==> src/rtl/result_writeback_pkg.sv <==
// Shared decode constants for the writeback stage: destination encoding and commit-id width.
package result_writeback_pkg;
    localparam logic [3:0] WB_DEST_ACC = 4'hF;
    localparam int COMMIT_ID_W = 9;
    typedef logic [COMMIT_ID_W-1:0] commit_id_t;
endpackage

==> src/rtl/wb_stall_watchdog.sv <==
// Counts enabled cycles with pending but unadmitted input; raises a sticky error at stall_limit.
module wb_stall_watchdog #(
    parameter int stall_limit = 1023,
    localparam int cw = ($clog2(stall_limit + 1) > 10) ? $clog2(stall_limit + 1) : 10
) (
    input  logic clk,
    input  logic reset,
    input  logic enable,
    input  logic pending,
    input  logic admit,
    output logic stall_error
);
    localparam logic [cw-1:0] limit = cw'(stall_limit);

    logic [cw-1:0] count_reg, count_next;
    logic          stall_error_reg, stall_error_next;

    // Counter parks at the limit so the comparison stays true until an admission clears it.
    always_comb begin
        count_next = count_reg;
        if (enable) begin
            if (admit)
                count_next = '0;
            else if (pending && (count_reg != limit))
                count_next = count_reg + cw'(1);
        end
        stall_error_next = stall_error_reg | (count_next == limit);
    end

    always_ff @(posedge clk or posedge reset) begin
        if (reset) begin
            count_reg       <= '0;
            stall_error_reg <= 1'b0;
        end else begin
            count_reg       <= count_next;
            stall_error_reg <= stall_error_next;
        end
    end

    assign stall_error = stall_error_reg;
endmodule

==> src/rtl/result_writeback.sv <==
// In-order writeback: admits branch result tokens in commit_id order and turns them into
// registered register-file / accumulator writes plus commit pulses.
module result_writeback
    import result_writeback_pkg::*;
#(
    parameter int data_width  = 16,
    parameter int n_blocks    = 256,
    parameter int n_inputs    = 2,
    parameter int stall_limit = 1023,
    localparam int bw = $clog2(n_blocks)
) (
    input  logic                             clk,
    input  logic                             reset,
    input  logic                             enable,
    input  logic [n_inputs-1:0]              in_valid,
    output logic [n_inputs-1:0]              in_ready,
    input  logic [n_inputs*bw-1:0]           block_in,
    input  logic [n_inputs*4-1:0]            dest_in,
    input  logic [n_inputs*2*data_width-1:0] result_in,
    input  logic [n_inputs*COMMIT_ID_W-1:0]  commit_id_in,
    input  logic [n_inputs-1:0]              commit_flag_in,
    output logic                             reg_we,
    output logic [bw-1:0]                    reg_block,
    output logic [3:0]                       reg_addr,
    output logic [data_width-1:0]            reg_data,
    output logic                             acc_we,
    output logic [bw-1:0]                    acc_block,
    output logic [2*data_width-1:0]          acc_data,
    output logic                             commit_valid,
    output logic [bw-1:0]                    commit_block,
    output logic [COMMIT_ID_W-1:0]           commit_id_out,
    output logic [COMMIT_ID_W-1:0]           next_commit_id,
    output logic                             stall_error
);
    localparam int sw = (n_inputs > 1) ? $clog2(n_inputs) : 1;

    logic [n_inputs-1:0]     eligible;
    logic [n_inputs-1:0]     grant;
    logic [sw-1:0]           sel;
    logic                    admit;
    commit_id_t              next_id_reg;

    logic [bw-1:0]           sel_block;
    logic [3:0]              sel_dest;
    logic [2*data_width-1:0] sel_result;
    commit_id_t              sel_id;
    logic                    sel_flag;

    generate
        for (genvar gi = 0; gi < n_inputs; gi++) begin : g_elig
            assign eligible[gi] = in_valid[gi] &&
                                  (commit_id_in[gi*COMMIT_ID_W +: COMMIT_ID_W] == next_id_reg);
        end
    endgenerate

    // Lowest-index eligible lane wins; duplicates on higher lanes wait a cycle.
    always_comb begin
        grant = '0;
        sel   = '0;
        for (int i = n_inputs - 1; i >= 0; i--) begin
            if (eligible[i]) begin
                grant = '0;
                grant[i] = 1'b1;
                sel = sw'(i);
            end
        end
    end

    assign in_ready = grant & {n_inputs{enable & ~reset}};
    assign admit    = |in_ready;

    assign sel_block  = block_in[sel*bw +: bw];
    assign sel_dest   = dest_in[sel*4 +: 4];
    assign sel_result = result_in[sel*2*data_width +: 2*data_width];
    assign sel_id     = commit_id_in[sel*COMMIT_ID_W +: COMMIT_ID_W];
    assign sel_flag   = commit_flag_in[sel];

    // Strobes default low every cycle so each admission yields exactly one pulse; data holds.
    always_ff @(posedge clk or posedge reset) begin
        if (reset) begin
            next_id_reg   <= '0;
            reg_we        <= 1'b0;
            reg_block     <= '0;
            reg_addr      <= '0;
            reg_data      <= '0;
            acc_we        <= 1'b0;
            acc_block     <= '0;
            acc_data      <= '0;
            commit_valid  <= 1'b0;
            commit_block  <= '0;
            commit_id_out <= '0;
        end else begin
            reg_we       <= 1'b0;
            acc_we       <= 1'b0;
            commit_valid <= 1'b0;
            if (admit) begin
                next_id_reg <= next_id_reg + COMMIT_ID_W'(1);
                if (sel_dest == WB_DEST_ACC) begin
                    acc_we    <= 1'b1;
                    acc_block <= sel_block;
                    acc_data  <= sel_result;
                end else begin
                    reg_we    <= 1'b1;
                    reg_block <= sel_block;
                    reg_addr  <= sel_dest;
                    reg_data  <= sel_result[data_width-1:0];
                end
                if (sel_flag) begin
                    commit_valid  <= 1'b1;
                    commit_block  <= sel_block;
                    commit_id_out <= sel_id;
                end
            end
        end
    end

    assign next_commit_id = next_id_reg;

    wb_stall_watchdog #(.stall_limit(stall_limit)) u_watchdog (
        .clk         (clk),
        .reset       (reset),
        .enable      (enable),
        .pending     (|in_valid),
        .admit       (admit),
        .stall_error (stall_error)
    );
endmodule

==> config.mk <==
export PLATFORM = sky130hd
export DESIGN_NAME = result_writeback
export DESIGN_NICKNAME = d
export VERILOG_FILES = /design/src/rtl/result_writeback_pkg.sv /design/src/rtl/wb_stall_watchdog.sv /design/src/rtl/result_writeback.sv
export SDC_FILE = /design/constraint.sdc
export NUM_CORES = 1
export LEC_CHECK = 0
export BUFFER_PORTS_ARGS = -buffer_cell sky130_fd_sc_hd__buf_2
export CAP_MARGIN = 20
export CORE_MARGIN = 10
export CORE_UTILIZATION = 40
export CTS_BUF_LIST = sky130_fd_sc_hd__clkbuf_8
export DETAILED_ROUTE_END_ITERATION = 10
export HOLD_SLACK_MARGIN = 0.02
export PLACE_DENSITY_LB_ADDON = 0.25
export SLEW_MARGIN = 20
export SYNTH_ARGS = -nofsm -noshare
export SYNTH_HDL_FRONTEND = slang
export SYNTH_SLANG_ARGS = --single-unit
==> constraint.sdc <==
create_clock -name clk -period 4.13 [get_ports clk]
set_input_delay 0.2065 -clock clk [delete_from_list [all_inputs] [get_ports clk]]
set_output_delay 0.2065 -clock clk [all_outputs]
set_load 0.005 [all_outputs]
# Yosys cells after proc, flatten, opt, wreduce, memory -nomap -nowiden
# Cells that the tools add are included.
# op_classes
shifts	4
magnitude_cmp	1
n_addsub	2
reduce_logical	8
eq_ne	5
bitwise	5
mul	1
n_mux	15
# ops
op	count
64-bit by 7-bit indexed part select with 32-bit output	1
10-bit two-way mux	3
9-bit equality test	2
18-bit by 6-bit indexed part select with 9-bit output	1
16-bit by 5-bit indexed part select with 8-bit output	1
10-bit by 1-bit adder with 10-bit output (second input constant)	1
10-bit equality test (second input constant)	1
1-bit two-way mux	10
10-bit != test (second input constant)	1
9-bit by 1-bit adder with 9-bit output (second input constant)	1
8-bit by 4-bit indexed part select with 4-bit output	1
2-bit AND reduction	3
1-bit by 4-bit multiplier with 5-bit output (second input constant)	1
4-bit equality test (second input constant)	1
2-bit two-way mux	2
2-bit OR reduction	2
1-bit logical AND	3
2-bit AND	1
1-bit by 2-bit < comparator with 1-bit output (second input constant)	1
1-bit NOT	2
1-bit AND	1
1-bit OR	1
# totals
output_inout_bits	100
inputBits	113
wordCells	54
register_bits	108

# Depth between registers and ports, before layout
# Gate-level depths: netlist (run 1).
# logic_depth
depth_word	10
ltp_mapped	9
ltp_nobuf	7

# Hierarchy
# Synthesis (run 1) repeated with hierarchy kept, for this count alone.
# unflattened
hier_cells	428
hier_area_um2	5637.9
# modules_own_cells
module	seq_area_each_um2	area_per_inst_um2	cells_per_inst	n_inst
result_writeback	2427.3	4823.4	337	1
wb_stall_watchdog	275.3	814.5	91	1

# Worst setup path after synthesis (run 1)
# No wires, ideal clock.
# synth_timing
kind	input -> register
startpoint	input port reset
endpoint	register reg_data[0]
setup_time_ns	0.125
path_buffers	2
path_slack_ns	0.129
required_ns	4.005
arrival_time_ns	3.876
path_stages	7
path_cell_list	inv_1 nand2_1 nor2_1 o2bb2ai_1 buf_2 buf_4 mux2_2
# synth_via
elab_chain_len	5
# synth_lines
item	line	rtl
from (decl)	result_writeback.sv:13	input logic reset,
1-bit NOT	result_writeback.sv:69	assign in_ready = grant & {n_inputs{enable & ~reset}};
1-bit AND	result_writeback.sv:69	
2-bit AND	result_writeback.sv:69	
2-bit OR reduction	result_writeback.sv:70	assign admit = |in_ready;
2-bit AND reduction (no line)	n/a	
to (signal assigned)	result_writeback.sv:106	reg_data <= sel_result[data_width-1:0];
to (decl)	result_writeback.sv:25	output logic [data_width-1:0] reg_data,
# Every way passes these cells.
# A chain may end at the register's enable or synchronous reset.

# Worst setup path in the final report (run 1)
# layout_timing
startpoint	register next_id_reg[6], in the netlist next_commit_id[6]
endpoint	register reg_data[14]
# layout_via
elab_chain_len	8
word_cells_on_any_way	15
cone_classes	eq/ne: 3; shift: 2; mux: 4; bitwise: 2; reduce/logical: 4
# layout_lines
item	line	rtl
from (decl)	result_writeback.sv:41	commit_id_t next_id_reg;
from (signal assigned)	result_writeback.sv:97	next_id_reg <= next_id_reg + COMMIT_ID_W'(1);
9-bit equality test	result_writeback.sv:52	(commit_id_in[gi*COMMIT_ID_W +: COMMIT_ID_W] == next_id_reg);
1-bit logical AND	result_writeback.sv:51	assign eligible[gi] = in_valid[gi] &&
1-bit two-way mux (2 in series)	result_writeback.sv:61	if (eligible[i]) begin
8-bit by 4-bit indexed part select with 4-bit output	result_writeback.sv:73	assign sel_dest = dest_in[sel*4 +: 4];
4-bit equality test	result_writeback.sv:98	if (sel_dest == WB_DEST_ACC) begin
1-bit NOT (no line)	n/a	
2-bit AND reduction (no line)	n/a	
# Several ways; a longest one is shown, not always the timed one.

==> summary.md, run 1 <==
| Metric | Value |
|---|---|
| Run status | completed |
| Layout cell share with drive strength beyond 1 | 60.5% |
| Worst Hold Class | input pin to flop |
| CTS tree | built |
| Wire length per cell | 18.3 µm |
| Critical path type | flop to flop |
| Final cell count without fillers | 783 |
| End-of-flow core utilization | 51.5% |
| Pins Over Slew Limit | 0 |
| Worst path cell trace | xor2_1 -> nor4_1 -> nand4_1 -> nor2b_4 -> buf_4 -> o2bb2ai_4 -> mux2_2 |
| Vias | 3881 |
| Endpoints failing hold | 0 |
| Worst path buffer plus inverter count | 1 |
| Post-CTS sizing | 0 |
| Clock Tree Buf Depth | 2 |
| Worst Setup EP | reg_data[14] |
| I/O pins | 213 |
| Vias/cell | 4.96 |
| Routed Antenna Nets | 0 |
| Setup TNS | 0 ns |
| CP peak stage delay | 0.49 ns |
| GRT Overall Usage | 14.9% |
| Critical Path Fanout Max | 29 |
| CTS H-tree depth | 3 |
| Area growth from synthesis to layout | 24.6% |
| Worst r2r dst | reg_data[14] |
| R2R Setup Slk | 1.22 ns |
| Synthesized area | 5510 µm² |
| Row count | 42 |
| Post-synth top cells | dfrtp_1 (108), mux2_2 (70), mux2_4 (59) |
| CP Capture Type | flop |
| Critical path depth | 7 |
| Initial Util | 41.3% |
| Leading register cell type out of synthesis | dfrtp_1 |
| Synth Instances | 397 |
| Reg2reg start | next_commit_id[6] |
| CP top delay family | simple AND/OR/NAND/NOR gates |
| Synth area leaders | dfrtp_1 (49%), mux2_4 (16%), mux2_2 (14%), xor2_1 (3.7%), buf_6 (2.7%) |
| Initial drt markers | 129 |
| Register bit total from synthesis | 108 |
| CTS root buf | clkbuf_8 |
| Post-Place Cell Area | 6660 µm² |
| Total Die Area | 18900 µm² |
| Tmin final | 2.91 ns |
| Crit path launch type | flop |
| Fin crit share | 70.4% |
| GPL Wtd Cong | 0.892 |
| Placed Instances | 767 |
| Crit path launch | next_commit_id[6] |
| EDFF count, synth | 0 |
| IO buf count | 212 |
| WL final | 14.3 mm |
| TritonCTS Buffers | 9 |
| Initial antenna violation count | 0 |
| Leakage | 0.00373 µW |
| Router iterations before antenna repair | 4 |
| Maxcap violations | 0 |
| HPWL Detailed | 11.2 mm |
| RSZ-0062 raised after global routing | no |
| # clock sinks | 108 |
| Final cell area excluding filler cells | 6870 µm² |
| Fin nets | 718 |
| DRC Markers | 0 |
| Yosys warns | 0 |
| Worst-skew pair later-pin latency | 0.38 ns |
| Die outline height | 137 µm |
| Reg2Reg Depth | 7 |
| Slew HR | 41.9% |
| Antenna cells | 0 |
| Cts hold-fix bufs | 1 |
| First-pass GRT wire length | 22.3 mm |
| Peak supply drop | 0.000135 V |
| WHS Path Cells | 3 |
| Core area | 13300 µm² |
| Max reg flops | 32 |
| Top-count cell post-synth | dfrtp_1 |
| CP required | 4.39 ns |
| Top cell type's share of synthesized area | 49.0% |
| Layout Skew | 0.00846 ns |
| Buffer count from post-CTS setup fixing | 0 |
| Largest net degree at the start of global routing | 83 |
| Grt ovf | 0 |
| CP max-delay cell | dfrtp_1 |
| Cell accounting for the most synthesized area | dfrtp_1 |
| Syn_area_per_cell | 13.9 µm² |
| Yosys cell types | 44 |
| Asr flop ratio synth | 100% |
| Post-Syn Nets | 512 |
| Worst-Margin Slew | 0.871 ns |
| Fmax | 344 MHz |
| Vias in the first global route | 4299 |
| Die width | 137 µm |
| Seq/Total Area, Yosys | 49.0% |
| Setup violators final | 0 |
| Pwr dens | 304 nW/µm² |
| Data arrival, critical path | 3.17 ns |
| Final hold slack | 0.162 ns |
| Clock transition at the registers of the reported paths | 0.10 ns |
[area by class of cell]
type	count	area, µm²
Tap cell	176	220
Inverter	2	10.0
Clock inverter	5	61.3
Timing Repair Buffer	217	1100
Fill cell	1218	6480
Sequential cell	108	2700
Clock buffer	10	138
Multi-Input combinational cell	265	2630
[where the power goes]
part | switching, µW | internal, µW | leakage [µW]
sequential | 57.2 | 1090 | 0.00149
clock | 363 | 297 | 0.0000963
combinational | 143 | 136 | 0.00214
total | 564 | 1530 | 0.00373
[logic make-up after synthesis]
group / Yosys count / synth area share, %
buf+inv: 24 / 3.56
compound gates: 24 / 3.22
fa+ha+maj: 2 / 0.454
xor+xnor: 33 / 5.24
mux: 137 / 31.9
simple gates: 69 / 6.60
flops: 108 / 49.0
[tightest hold or removal path, cell delays in order]
cell and delay [ns]:
buf_2 0.09, mux2i_1 0.06, a2bb2oi_1 0.14
[through the flow]
step | power [µW] | worst slack [ns]
after global placement | 1440 | 1.27
after floorplan | 1330 | 0.129
after CTS | 2120 | 1.20
final | 2090 | 1.22
after detailed placement | 1450 | 1.22
after global routing | 2210 | 1.00
[cells in the final DEF (no fill, tap or decap), types with 2 or more instances in the layout]
cell type   Yosys  layout
buf_2           4     212
dfrtp_1       108     108
mux2_2         70      70
mux2_4         59      59
xor2_1         23      23
nor2_1         18      18
nand2_1        16      16
xnor2_1        10      10
clkbuf_8        0      10
nand4_1         7       7
a21oi_1         6       6
nand3_1         6       6
nor4_1          5       5
and3_1          5       5
mux2_1          4       4
mux2i_1         4       4
o21ai_0         3       3
a2bb2oi_1       3       3
buf_4           1       3
and2_1          2       2
and4_1          2       2
nor3_1          2       2
ha_1            2       2
clkinvlp_4      0       2
[per-layer routing]
layer  share of wire, %  track usage [%]  up-vias
met5                  0                0        -
met4                2.3             6.67        0
met3                8.2             4.62       21
met2                 47             23.9      140
met1                 42             18.0     1889
li1                   -                -     1831
[worst min-delay path by stage]
stage	startpoint	end	slack [ns]
2_1_floorplan	dest_in[2]	reg_addr[2]	0.42
3_3_place_gp	reset	u_watchdog.count_reg[8]	0.22
3_5_place_dp	reset	reg_addr[1]	0.22
4_1_cts	dest_in[2]	reg_addr[2]	0.14
5_1_grt	result_in[27]	acc_data[27]	0.16
6_report	dest_in[4]	reg_addr[0]	0.16
Note: power is estimated with default switching activity, not from simulation.
==> inputs of run 2 (changes only) <==
==> constraint.sdc (replaced) <==
create_clock -name clk -period 3 [get_ports clk]
set_input_delay 0.15 -clock clk [delete_from_list [all_inputs] [get_ports clk]]
set_output_delay 0.15 -clock clk [all_outputs]
set_load 0.005 [all_outputs]
==> run 2 against run 1 <==
Effect of this change: count of clock-buffer cells in the layout unchanged; first-iteration DRC count increased by 63%; global-route usage increased by 0.36 points; register-to-register slack got worse by 0.87 ns; design area increased by 1.7%; clock skew increased by 0.0012 ns; worst setup slack got worse by 0.87 ns; via count increased by 2.0%; non-clock buffer count increased by 6; combinational power increased by 39%; critical endpoint is now reg_block[6].
==> summary.md, run 2 (synthesis gave the netlist of run 1 again) <==
| Metric | Value |
|---|---|
| CTS root buf | clkbuf_8 |
| Final setup margin | 0.357 ns (-0.865 ns) |
| Register Area | 2700 µm² (unchanged) |
| Worst Setup EP | reg_block[6] |
| Setup Slack @ Placement | 0.381 ns (-0.843 ns) |
| Setup violators final | 0 (unchanged) |
| CP required | 3.26 ns (-1.13 ns) |
| Placed Instances | 773 (+0.78%) |
| Core area | 13300 µm² (unchanged) |
| Final cell count without fillers | 790 (+0.89%) |
| Flop pwr share | 53.4% (-1.7 points) |
| Slew HR | 43.4% (+1.5 points) |
| Vias | 3957 (+2.0%) |
| Leakage | 0.00379 µW (+1.5%) |
| Worst-skew pair later-pin latency | 0.38 ns (about the same) |
| Clock Tree Buf Depth | 2 (unchanged) |
| Total Die Area | 18900 µm² (unchanged) |
| HPWL Detailed | 11.3 mm (+1.1%) |
| I/O pins | 213 (unchanged) |
| Router iterations before antenna repair | 5 (+1) |
| Die outline height | 137 µm (unchanged) |
| DRC Markers | 0 (unchanged) |
| Tmin final | 2.64 ns (-0.265 ns) |
| CTS H-tree depth | 3 (unchanged) |
| Peak supply drop | 0.000213 V (+58%) |
| Largest net degree at the start of global routing | 67 (-19%) |
| Clock transition at the registers of the reported paths | 0.10 ns (about the same) |
| Worst r2r dst | reg_block[6] |
| Reg2reg start | next_commit_id[2] |
| Routed Antenna Nets | 0 (unchanged) |
| GPL Wtd Cong | 0.912 (+2.3%) |
| Critical path type | flop to flop |
| Layout cell share with drive strength beyond 1 | 60.7% (+0.29 points) |
| CP Capture Type | flop |
| Vias/cell | 5.01 (+1.1%) |
| Worst-Margin Slew | 0.849 ns (-0.0214 ns) |
| Switching share of power | 26.3% (-0.71 points) |
| Grt ovf | 0 (unchanged) |
| Pwr dens | 425 nW/µm² (+40%) |
| RSZ-0062 raised after global routing | no |
| R2R Setup Slk | 0.36 ns (-0.87 ns) |
| Pins Over Slew Limit | 0 (unchanged) |
| Switching power | 779 µW (+38%) |
| Setup TNS | 0 ns (unchanged) |
| Vias in the first global route | 4378 (+1.8%) |
| Row count | 42 (unchanged) |
| First-pass GRT wire length | 23.0 mm (+3.2%) |
| Area growth from synthesis to layout | 26.8% |
| # clock sinks | 108 (unchanged) |
| Most frequent cells in the layout | buf_2 (212), dfrtp_1 (108), mux2_2 (70) |
| Antenna cells | 0 (unchanged) |
| Crit path launch | next_commit_id[2] |
| Critical Path Fanout Max | 29 (unchanged) |
| Fmax | 378 MHz (+10%) |
| Total internal power | 2190 µW (+43%) |
| Die width | 137 µm (unchanged) |
| Endpoints failing hold | 0 (unchanged) |
| Fin nets | 724 (+0.84%) |
| Max reg flops | 32 (unchanged) |
| GRT Overall Usage | 15.3% (+0.36 points) |
| Multi-input gate area | 2620 µm² (-0.48%) |
| Maxcap violations | 0 (unchanged) |
| CTS tree | built |
| CP max-delay cell | dfrtp_1 |
| Initial antenna violation count | 0 (unchanged) |
| Critical path depth | 8 (+1) |
| Clock power frac | 33.5% (+1.9 points) |
| Initial Util | 41.3% (unchanged) |
| CP peak stage delay | 0.49 ns (about the same) |
| Worst path buffer plus inverter count | 2 (+1) |
| Run status | completed |
| TritonCTS Buffers | 9 (unchanged) |
| Comb pwr share | 13.1% (-0.2 points) |
| Worst path cell trace | xor2_1 -> nor4_1 -> nand4_1 -> nor2b_4 -> buf_12 -> o2bb2ai_2 -> buf_12 -> mux2_2 |
| WL final | 14.6 mm (+2.0%) |
| Wire length per cell | 18.5 µm (+1.1%) |
| IO buf count | 212 (unchanged) |
| Layout Skew | 0.00968 ns (+0.00121 ns) |
| Worst Hold Class | input pin to flop |
| CP top delay family | simple AND/OR/NAND/NOR gates |
| Final hold slack | 0.0944 ns (-0.0675 ns) |
| Initial drt markers | 210 (+63%) |
| Leading cell type in the layout, fill and taps excluded | buf_2 |
| Crit path launch type | flop |
| Fin crit share | 88.1% (+18 points) |
| Cell mode on critical path | buf_12 |
| Reg2Reg Depth | 8 (+1) |
| Fillers | 1200 (-1.5%) |
| Data arrival, critical path | 2.90 ns (-0.27 ns) |
## run 2: cell types whose count changed in the layout (fill, tap and decap cells not counted)
cell,delta
buf_12,+5
buf_4,+2
buf_6,-1
bufinv_16,+1
inv_1,+1
inv_4,-1
o2bb2ai_2,+1
o2bb2ai_4,-1
## run 2: worst register-to-register path, stage by stage (launching register included)
cell	delay, ns
dfrtp_1	0.49
xor2_1	0.20
nor4_1	0.33
nand4_1	0.25
nor2b_4	0.27
buf_12	0.23
o2bb2ai_2	0.17
buf_12	0.22
mux2_2	0.38
## run 2: area by class of cell
cell class / instances / area share [%]
clock buffer: 10 / 1.97
sequential: 108 / 38.7
inverter: 2 / 0.161
timing repair buffer: 223 / 17.3
clock inverter: 6 / 1.25
multi-input combinational: 265 / 37.5
tap: 176 / 3.15
## run 2: per-layer routing
metal | track usage, % | share of wire [%] | vias up
met3 | 4.01 | 7.5 | 14
met1 | 18.4 | 42 | 1943
li1 | - | - | 1845
met2 | 25.5 | 49 | 155
met4 | 5.85 | 1.4 | 0
met5 | 0 | 0 | -
## run 2: per-stage QoR
step | utilization [%] | power, µW | area, µm²
after floorplan | - | 1840 | 5520
after global placement | 50.6 | 1980 | 6750
after detailed placement | 50.6 | 2000 | 6750
after CTS | 52.4 | 3010 | 6990
after global routing | 52.4 | 3140 | 6990
final | 52.4 | 2970 | 6990
## run 2: how the worst min path moves through the flow
stage | start | endpoint | slack [ns] | cells after the start
detailed placement | reset | reg_addr[2] | 0.37 | 3
CTS | dest_in[6] | reg_addr[2] | 0.06 | 3
floorplan | dest_in[2] | reg_addr[2] | 0.37 | 2
global route | dest_in[0] | reg_addr[0] | 0.1 | 3
finish | dest_in[6] | reg_addr[2] | 0.09 | 3
global placement | reset | next_commit_id[1] | 0.36 | 3
## run 2: timing repair
action | in CTS | in global routing
hold buffers | 1 | 0
endpoints found under the setup margin | 0 | 0
endpoints found under the hold margin | 42 | 0
resized for setup | 0 | 0
buffers inserted | 0 | 0
## run 2: power by group through the flow
stage / Combinational, µW / Sequential (µW) / Clock, µW
after global placement: 376 / 1610 / 0
after detailed placement: 386 / 1610 / 0
after floorplan: 257 / 1580 / 0
after CTS: 391 / 1580 / 1030
after global routing: 443 / 1600 / 1100
final: 388 / 1590 / 996
==> inputs of run 3 (changes only) <==
--- a/config.mk
+++ b/config.mk
@@ -9,7 +9,7 @@
 export CAP_MARGIN = 20
 export CORE_MARGIN = 10
 export CORE_UTILIZATION = 40
-export CTS_BUF_LIST = sky130_fd_sc_hd__clkbuf_8
+export CTS_BUF_LIST = sky130_fd_sc_hd__clkbuf_2
 export DETAILED_ROUTE_END_ITERATION = 10
 export HOLD_SLACK_MARGIN = 0.02
 export PLACE_DENSITY_LB_ADDON = 0.25
==> run 3 against run 2 <==
Effect of this change: final cell count grew 14%; worst hold slack improved by 0.027 ns; design area is 14% higher; combinational power rose by 30%; non-clock buffer count grew 108; power decreased by 3.5%; first-iteration DRC count up 27%; clock power is 23% lower; sequential cell count did not move; global-route usage rose by 2.5 points; fmax is 4.2% lower; critical endpoint is now in_ready[1].
==> summary.md, run 3 (synthesis gave the netlist of run 1 again) <==
| Metric | Value |
|---|---|
| Initial drt markers | 267 (+27%) |
| CTS tree | built |
| Setup TNS | 0 ns (unchanged) |
| Tmin final | 2.76 ns (+0.116 ns) |
| CP Capture Type | primary output |
| Router iterations before antenna repair | 5 (unchanged) |
| GRT Overall Usage | 17.8% (+2.5 points) |
| Clock Tree Buf Depth | 2 (unchanged) |
| Initial antenna violation count | 2 (+2) |
| Vias in the first global route | 4970 (+14%) |
| TritonCTS Buffers | 9 (unchanged) |
| Layout cell share with drive strength beyond 1 | 52.5% (-8.3 points) |
| Max reg flops | 32 (unchanged) |
| Die width | 137 µm (unchanged) |
| Placed Instances | 773 (unchanged) |
| CTS H-tree depth | 3 (unchanged) |
| Run status | completed |
| Row count | 42 (unchanged) |
| WL final | 16.9 mm (+15%) |
| Slew HR | 42.8% (-0.60 points) |
| Area growth from synthesis to layout | 45.1% |
| Clock transition at the registers of the reported paths | 0.27 ns (+0.17 ns) |
| Pwr dens | 358 nW/µm² (-16%) |
| Die outline height | 137 µm (unchanged) |
| Vias/cell | 4.92 (-1.7%) |
| Final cell count without fillers | 901 (+14%) |
| Core area | 13300 µm² (unchanged) |
| HPWL Detailed | 11.3 mm (unchanged) |
| Leakage | 0.00420 µW (+11%) |
| Maxcap violations | 0 (unchanged) |
| Pins Over Slew Limit | 0 (unchanged) |
| Leading cell type in the layout, fill and taps excluded | buf_2 |
| Routed Antenna Nets | 0 (unchanged) |
| GPL Wtd Cong | 0.912 (unchanged) |
| CP required | 2.85 ns (-0.41 ns) |
| Grt ovf | 0 (unchanged) |
| Worst Hold Class | input pin to flop |
| Setup violators final | 0 (unchanged) |
| Most frequent cells in the layout | buf_2 (212), dlygate4sd3_1 (108), dfrtp_1 (104) |
| Worst-skew pair later-pin latency | 0.58 ns (+0.20 ns) |
| Fmax | 362 MHz (-4.2%) |
| DRC Markers | 0 (unchanged) |
| Crit path launch type | flop |
| Peak supply drop | 0.000198 V (-6.8%) |
| Fillers | 1051 (-12%) |
| Vias | 4435 (+12%) |
| CTS root buf | clkbuf_2 |
| IO buf count | 212 (unchanged) |
| I/O pins | 213 (unchanged) |
| Wire length per cell | 18.7 µm (+1.2%) |
| Fin nets | 832 (+15%) |
| Total Die Area | 18900 µm² (unchanged) |
| End-of-flow core utilization | 59.9% (+7.6 points) |
| # clock sinks | 108 (unchanged) |
| Critical Path Fanout Max | 24 (-17%) |
| Initial Util | 41.3% (unchanged) |
| Endpoints failing hold | 0 (unchanged) |
| Fin crit share | 92.0% (+3.9 points) |
| Worst-Margin Slew | 0.858 ns (+0.00904 ns) |
| First-pass GRT wire length | 26.5 mm (+15%) |
| RSZ-0062 raised after global routing | no |
| Largest net degree at the start of global routing | 67 (unchanged) |
| Data arrival, critical path | 2.61 ns (-0.29 ns) |
| Critical path type | flop to primary output |
| Layout Skew | 0.0200 ns (+0.0104 ns) |
[run 3: cell count changes in the layout (fill, tap and decap cells not counted)]
cell	change
nor4_1	-1
diode_2	+3
clkbuf_8	-10
clkinv_1	+1
dlygate4sd3_1	+107
buf_4	+1
clkbuf_2	+10
dfrtp_2	+4
nor4_2	+1
dfrtp_1	-4
inv_1	-1
[run 3: per-layer routing]
metal	wire, µm	track usage, %	up-vias
met5	0	0	-
met4	466	8.31	0
met3	1370	5.39	38
met2	8590	30.4	177
met1	6460	19.8	2154
li1	-	-	2066
[run 3: path summary, 6_finish.rpt]
kind / depth (start not counted) / endpoint / slack [ns] / from
worst max-delay path: 7 / in_ready[1] / 0.24 / next_commit_id[4]
worst min-delay path: 2 / commit_valid / 0.12 / commit_flag_in[1]
worst max register to register: 8 / reg_addr[1] / 0.29 / next_commit_id[4]
worst min register to register: 1 / reg_block[0] / 0.54 / reg_block[0]
max in group asynchronous: 5 / reg_data[10] / 1.50 / reset
min in group asynchronous: 4 / acc_we / 0.23 / reset
[run 3: power breakdown]
part / switching, µW / total, µW / internal (µW)
Sequential: 79.0 / 1590 / 1510
Clock: 487 / 768 / 281
Combinational: 227 / 506 / 279
[run 3: final cells by class]
type | instances | area, µm² | area share [%]
diodes | 3 | 7.51 | 0.0939
clock buffers | 10 | 50.0 | 0.626
clock inverters | 6 | 87.6 | 1.09
inverters | 2 | 11.3 | 0.141
multi-input cells | 265 | 2630 | 32.8
flip-flops and latches | 108 | 2710 | 33.8
well taps | 176 | 220 | 2.75
repair buffers | 331 | 2290 | 28.6
[run 3: repair_timing]
item | 4_1_cts | 5_1_grt
setup endpoints to repair | 0 | 1
gates resized for setup | 0 | 5
endpoints found under the hold margin | 128 | 0
hold buffers | 108 | 0
buffers inserted | 0 | 1
[run 3: metrics by stage]
step / setup WS (ns) / instance area (µm²) / power [µW] / hold slack (ns)
after global placement: 0.459 / 6750 / 1980 / 0.360
after floorplan: 0.0156 / 5520 / 1840 / 0.365
after CTS: 0.0636 / 7970 / 2890 / 0.0537
after detailed placement: 0.381 / 6750 / 2000 / 0.371
final: 0.241 / 8000 / 2860 / 0.121
after global routing: 0.0303 / 8000 / 3040 / 0.0669
[run 3: worst max-delay path: stages, from the launching register on]
cell and delay, ns:
dfrtp_1 0.52, xor2_1 0.19, nor4_1 0.31, nand4_1 0.24, nor2b_4 0.27, buf_12 0.24, and2_1 0.16, buf_2 0.11
